==> src/rtl/seq_mag_comparator.sv <==
// Bit-serial MSB-first unsigned magnitude comparator with registered, held result flags.
// Latency: WIDTH edges from the accepting edge, or p+1 edges with SEQ_MAG_COMPARATOR_EARLY_EXIT_EN.
// Backpressure: START is taken only when not BUSY; a START during BUSY is dropped, never queued.
module seq_mag_comparator #(
    parameter int WIDTH = 4
) (
    input  logic             CLK,
    input  logic             RSTN,
    input  logic             START,
    input  logic [WIDTH-1:0] A,
    input  logic [WIDTH-1:0] B,
    output logic             BUSY,
    output logic             DONE,
    output logic             AGTB,
    output logic             ALTB,
    output logic             AEQB
);

    localparam int IW = (WIDTH > 1) ? $clog2(WIDTH) : 1;
    localparam logic [IW-1:0] IDX_MSB = IW'(WIDTH - 1);

    typedef enum logic [1:0] {
        S_IDLE = 2'd0,
        S_SCAN = 2'd1,
        S_DONE = 2'd2
    } state_t;

    state_t           state_q;
    logic [WIDTH-1:0] a_q;
    logic [WIDTH-1:0] b_q;
    logic [IW-1:0]    idx_q;
    logic             busy_q;
    logic             done_q;
    logic             agtb_q;
    logic             altb_q;
    logic             aeqb_q;

    logic a_bit;
    logic b_bit;

    assign a_bit = a_q[idx_q];
    assign b_bit = b_q[idx_q];

`ifndef SEQ_MAG_COMPARATOR_EARLY_EXIT_EN
    // First differing bit is sticky; later bit slices cannot overturn it.
    logic diff_q;
    logic gt_q;
    logic diff_d;
    logic gt_d;

    assign diff_d = diff_q | (a_bit ^ b_bit);
    assign gt_d   = diff_q ? gt_q : a_bit;
`endif

    always_ff @(posedge CLK) begin
        if (!RSTN) begin
            state_q <= S_IDLE;
            a_q     <= '0;
            b_q     <= '0;
            idx_q   <= '0;
            busy_q  <= 1'b0;
            done_q  <= 1'b0;
            agtb_q  <= 1'b0;
            altb_q  <= 1'b0;
            aeqb_q  <= 1'b0;
`ifndef SEQ_MAG_COMPARATOR_EARLY_EXIT_EN
            diff_q  <= 1'b0;
            gt_q    <= 1'b0;
`endif
        end else begin
            done_q <= 1'b0;
            unique case (state_q)
                S_IDLE, S_DONE: begin
                    if (START) begin
                        a_q     <= A;
                        b_q     <= B;
                        idx_q   <= IDX_MSB;
                        agtb_q  <= 1'b0;
                        altb_q  <= 1'b0;
                        aeqb_q  <= 1'b0;
                        busy_q  <= 1'b1;
                        state_q <= S_SCAN;
`ifndef SEQ_MAG_COMPARATOR_EARLY_EXIT_EN
                        diff_q  <= 1'b0;
                        gt_q    <= 1'b0;
`endif
                    end else begin
                        state_q <= S_IDLE;
                    end
                end

                S_SCAN: begin
`ifdef SEQ_MAG_COMPARATOR_EARLY_EXIT_EN
                    if (a_bit && !b_bit) begin
                        agtb_q  <= 1'b1;
                        busy_q  <= 1'b0;
                        done_q  <= 1'b1;
                        state_q <= S_DONE;
                    end else if (!a_bit && b_bit) begin
                        altb_q  <= 1'b1;
                        busy_q  <= 1'b0;
                        done_q  <= 1'b1;
                        state_q <= S_DONE;
                    end else if (idx_q == '0) begin
                        aeqb_q  <= 1'b1;
                        busy_q  <= 1'b0;
                        done_q  <= 1'b1;
                        state_q <= S_DONE;
                    end else begin
                        idx_q <= idx_q - 1'b1;
                    end
`else
                    diff_q <= diff_d;
                    gt_q   <= gt_d;
                    if (idx_q == '0) begin
                        agtb_q  <= diff_d & gt_d;
                        altb_q  <= diff_d & ~gt_d;
                        aeqb_q  <= ~diff_d;
                        busy_q  <= 1'b0;
                        done_q  <= 1'b1;
                        state_q <= S_DONE;
                    end else begin
                        idx_q <= idx_q - 1'b1;
                    end
`endif
                end

                default: begin
                    busy_q  <= 1'b0;
                    state_q <= S_IDLE;
                end
            endcase
        end
    end

    assign BUSY = busy_q;
    assign DONE = done_q;
    assign AGTB = agtb_q;
    assign ALTB = altb_q;
    assign AEQB = aeqb_q;

endmodule

==> config.mk <==
export PLATFORM = sky130hd
export DESIGN_NAME = seq_mag_comparator
export DESIGN_NICKNAME = d
export VERILOG_FILES = /design/src/rtl/seq_mag_comparator.sv
export SDC_FILE = /design/constraint.sdc
export NUM_CORES = 1
export LEC_CHECK = 0
export CORE_MARGIN = 2
export CORE_UTILIZATION = 30
export CTS_CLUSTER_SIZE = 24
export DETAILED_ROUTE_END_ITERATION = 10
export HOLD_SLACK_MARGIN = 0.02
export SLEW_MARGIN = 20
export SYNTH_ARGS = -nofsm -noshare
export SYNTH_HDL_FRONTEND = slang
export SYNTH_SLANG_ARGS = --single-unit
==> constraint.sdc <==
create_clock -name CLK -period 1.5 [get_ports CLK]
set_clock_uncertainty 0.05 [all_clocks]
set_input_delay 0.45 -clock CLK [delete_from_list [all_inputs] [get_ports CLK]]
set_output_delay 0.45 -clock CLK [all_outputs]
set_load 0.01 [all_outputs]
Yosys cells after proc, flatten, opt, wreduce, memory -nomap -nowiden
Index checks and enable logic that the tools add are counted.
- logic and storage cells: 58
- memory bits (read-only): 0
- memory bits (writable): 0
- output and inout bits: 5
- memories: 0
- bits in latches: 0
- register bits after elaboration: 19
- bitwise operators: 6
- equal/unequal tests: 5
- $mul: 0
- div/mod/pow operators: 0
- $add $sub $neg: 1
- reduce and logical (&&, ||, !) cells: 10
- magnitude comparators: 1
- shifts and indexed selects: 0
- multiplexer cells: 24
- operators by type and width (cell ; number):
    one-hot mux 1 bit (2 select lines) ; 6
    two-way mux 1 bit ; 11
    one-hot mux 2 bit (2 select lines) ; 2
    AND reduction 2 bit ; 4
    two-way mux 2 bit ; 3
    inequality test 2 bit, second input constant ; 3
    AND reduction 3 bit ; 2
    binary-select mux 1 bit (select 2 bit) ; 2
    zero test 2 bit ; 2
    < comparator 2 x 3 -> 1 bit, second input constant ; 1
    bitwise AND 1 bit ; 2
    equality test 2 x 1 -> 1 bit, second input constant ; 1
    equality test 2 bit, second input constant ; 1
    inverter 1 bit ; 2
    nonzero test 2 bit ; 1
    OR reduction 2 bit ; 1
    subtractor 2 x 1 -> 2 bit, second input constant ; 1
    bitwise OR 1 bit ; 1
    XOR 1 bit ; 1

Logic depth before layout (Yosys ltp)
- word-level depth: 7
- depth in mapped cells: 6
- mapped depth without buffers: 6

Worst setup path after synthesis
Ideal clock, no wire load.
- kind: register to register
- start: reg idx_q[0]
- end: reg altb_q, in the netlist ALTB
- slack: -0.045 ns
- cell stages (with the launch flop): 5
- data arrival time: 1.406 ns
- path buffers: 0
- required time: 1.362 ns
- period minus slack after synthesis: 1.545 ns
- cells stage by stage: dfxtp_1 > mux2_4 > or3_4 > and3_4 > o32ai_2
- cells in the longest elaborated chain, start to end: 7
- elaborated cells between the ends (all ways): 14
- ends and longest elaborated chain (element ; RTL line ; text):
    from (decl) ; 31 ; logic [IW-1:0] idx_q;
    from (signal assigned) ; 123 ; idx_q <= idx_q - 1'b1;
    binary-select mux 1 bit (select 2 bit) (on tied branches) ; 41, 42 ;
    two-way mux 1 bit (on tied branches) ; 41, 42 ;
    XOR 1 bit / two-way mux 1 bit (equally long branches) ; 51, 52 ;
    bitwise OR 1 bit / inverter 1 bit (equally long branches) ; 51, 117 ;
    bitwise AND 1 bit ; 117 ; altb_q <= diff_d & ~gt_d;
    two-way mux 1 bit ; 115 ; if (idx_q == '0) begin
    one-hot mux 1 bit (2 select lines) ; 72 ; unique case (state_q)
    to (signal assigned) ; 117 ;
    to (decl) ; 35 ; logic altb_q;
Several ways; a longest one is shown, not always the timed one. The select of a mux whose other input is x is not followed.
A chain may end at the register's enable or synchronous reset.

Worst setup path in the final report
Ends and elaborated chain as after synthesis.

==> metrics.txt <==
Cells after Synth=94; Synth Warn #=0; antenna diode count=0; Starting Density=0.322; # DRC=0; Remaining Overflow, GRT=0; HP Class=flop to flop; Post-Layout Cell Count=156; GP Congestion=0.745; placed inst area=1100 sq um; die width=56.0 um; VDD IR-drop max=0.607 mV; crit path max-delay cell type=dfxtp_2; Tcrit/Tclk final=0.989; final setup margin=0.0169 ns; final setup violating endpoints=0; largest net degree at the start of global routing=11; first-pass GRT wire length=2850 um; Skew-Pair Late Insertion Delay=0.30 ns; minimum clock period=1.48 ns; status=complete, no violations; clk buf depth=2; CTS Root Cell=clkbuf_4; Final #Nets=139; initial antenna violation count=0; std cell rows=18; #FFs+latches synth=19; TritonCTS clock tree=done; CP max FO=2; CTS sink cnt=19; sequential share of the synthesized area=0.468; Net Count, Synth=106; Core ar.=2520 sq um; Netlist cell types=24; arrival time at the worst endpoint=1.66 ns; CP delay by family, top=simple AND/OR/NAND/NOR gates; DIE AREA=3140 sq um; via count=738; crit path launch type=flop; port buffer count=15; WL final=1710 um; via-per-instance ratio=4.73; vias in the first global route=685; Reg clk slew, reported paths=0.11 ns; slowest stage delay, CP=0.36 ns; fmax=674 MHz; # IOs=16; CP endpoint kind=flop; Worst Tran Pin Value=0.229 ns; initial DRC count=3; CP required=1.68 ns; H-tree depth=1; Max transition margin=0.847; Cells after DPL=151; clock buffer count from CTS=3; pre-CTS setup slack=-0.170 ns; die height=56.0 um; layout cells sized above 1=0.206; Buffers & Inverters on Critical Path=0; post-route ant nets=0; Final Hold Fails=0; HPWL after DPL=1360 um; DR pass1 iterations=4; post-route cell area=1130 sq um; Cell Chain, Critical Path=mux2_4, or3_4, and3_4, o32ai_2; Area growth, synth to finish=39.4%; RSZ-0062 raised after global routing=true; Pleak=0.506 nW; final core occ=0.449; Setup Crit Path Kind=flop to flop; fillers=283; GRT Util Overall=0.118; Max Transition Viols Final=0; Avg Synthesized Cell Area=8.64 sq um; wire per inst=11.0 um; pwr dens=951 nW/um^2; max cap viols=0; cell area after synthesis=812 sq um
## cell families (layout without fill, tap and decap cells)
group                      Yosys count  after routing  share of synthesized area
and+or+nand+nor                     42             42                      0.245
DFF                                 19             19                      0.468
AOI/OAI and AO/OA                   17             17                      0.133
buffers and inverters                8             40                     0.0370
xor gates and xnor gates             4              4                     0.0431
muxes                                3              3                     0.0585
adders and majority gates            1              1                     0.0154
## worst paths after layout
| path | from | end | slack [ns] | cells past startpoint |
|---|---|---|---|---|
| setup / recovery | idx_q[0]$_SDFFE_PN0P_ | ALTB$_SDFFE_PN0P_ | 0.02 | 4 |
| hold / removal | gt_q$_SDFFE_PN0P_ | gt_q$_SDFFE_PN0P_ | 0.42 | 2 |
| setup reg to reg | idx_q[0]$_SDFFE_PN0P_ | ALTB$_SDFFE_PN0P_ | 0.02 | 4 |
| hold reg to reg | gt_q$_SDFFE_PN0P_ | gt_q$_SDFFE_PN0P_ | 0.42 | 2 |
## state kept, by name, indices dropped and copies added (netlist names)
register,count
a_q,4
gt_q,1
DONE,1
idx_q,2
BUSY,1
b_q,4
diff_q,1
ALTB,1
state_q,2
AGTB,1
AEQB,1
## repair_timing
item / CTS / global route
endpoints found under the hold margin: 0 / 0
pin swaps: 2 / 1
hold buffers: 0 / 0
resized for setup: 6 / 0
setup buffers: 1 / 0
setup endpoints to repair: 7 / 5
## area by class of cell
type                            instances  area [sq um]  share of cell area
Clock buffer                            4          26.3              0.0232
Tap cell                               30          37.5              0.0331
Multi-Input combinational cell         67           404               0.357
Timing Repair Buffer                   31           264               0.233
Inverter                                5          18.8              0.0166
Sequential cell                        19           382               0.337
## layer usage
metal / vias up / track usage / share of wire
li1: 383 / - / -
met5: - / 0 / 0
met2: 19 / 0.207 / 0.49
met4: 0 / 0.0578 / 0.016
met1: 332 / 0.121 / 0.44
met3: 4 / 0.0465 / 0.054
## worst reg2reg max path, stage by stage (launching register included)
cell	delay, ns
dfxtp_2	0.36
mux2_4	0.30
or3_4	0.34
and3_4	0.18
o32ai_2	0.18
## synth_stat cells
cell type / count / area, sq um
a211oi_1: 2 / 15.0
a21oi_1: 10 / 50.1
and3_4: 1 / 11.3
buf_1: 1 / 3.75
clkbuf_1: 2 / 7.51
dfxtp_1: 19 / 380
ha_1: 1 / 12.5
inv_1: 5 / 18.8
mux2_4: 1 / 15.0
mux2i_1: 1 / 10.0
mux4_2: 1 / 22.5
nand2_1: 21 / 78.8
nand2b_1: 3 / 18.8
nand3_1: 3 / 15.0
nand4_1: 3 / 18.8
nor2_1: 6 / 22.5
nor2b_1: 2 / 12.5
nor3_1: 2 / 10.0
o21ai_0: 1 / 5.00
o22ai_1: 1 / 6.26
o31ai_1: 2 / 15.0
o32ai_2: 1 / 16.3
or3_4: 1 / 11.3
xor2_1: 4 / 35.0
## cell usage in the layout, fill, tap and decap left out, drive strengths merged
cell type and instances:
mux4 1, mux2i 1, nor2 6, o32ai 1
dlygate4sd2 5, a21oi 10, dfxtp 19, a211oi 2
or3 1, clkbuf 4, buf 16, inv 5
nand2 21, o22ai 1, and3 1, o31ai 2
xor2 4, nand4 3, nor2b 2, nand2b 3
nand3 3, mux2 1, ha 1, o21ai 1
nor3 2, clkdlybuf4s50 10
## through the flow
stage | hold WS (ns) | power (mW) | TNS (ns)
final | 0.419 | 1.08 | 0
after global routing | 0.439 | 1.15 | -0.0273
after CTS | 0.422 | 1.10 | -0.0212
after detailed placement | 0.406 | 0.824 | -0.951
after global placement | 0.403 | 0.820 | -0.576
after floorplan | 0.393 | 0.710 | 0
## report_power, final
group / switching [mW] / internal, mW / leakage (nW)
registers: 0.0214 / 0.539 / 0.156
logic: 0.117 / 0.138 / 0.335
clock network: 0.159 / 0.104 / 0.0150
total: 0.297 / 0.780 / 0.506
Power figures use the tool's default switching activity.
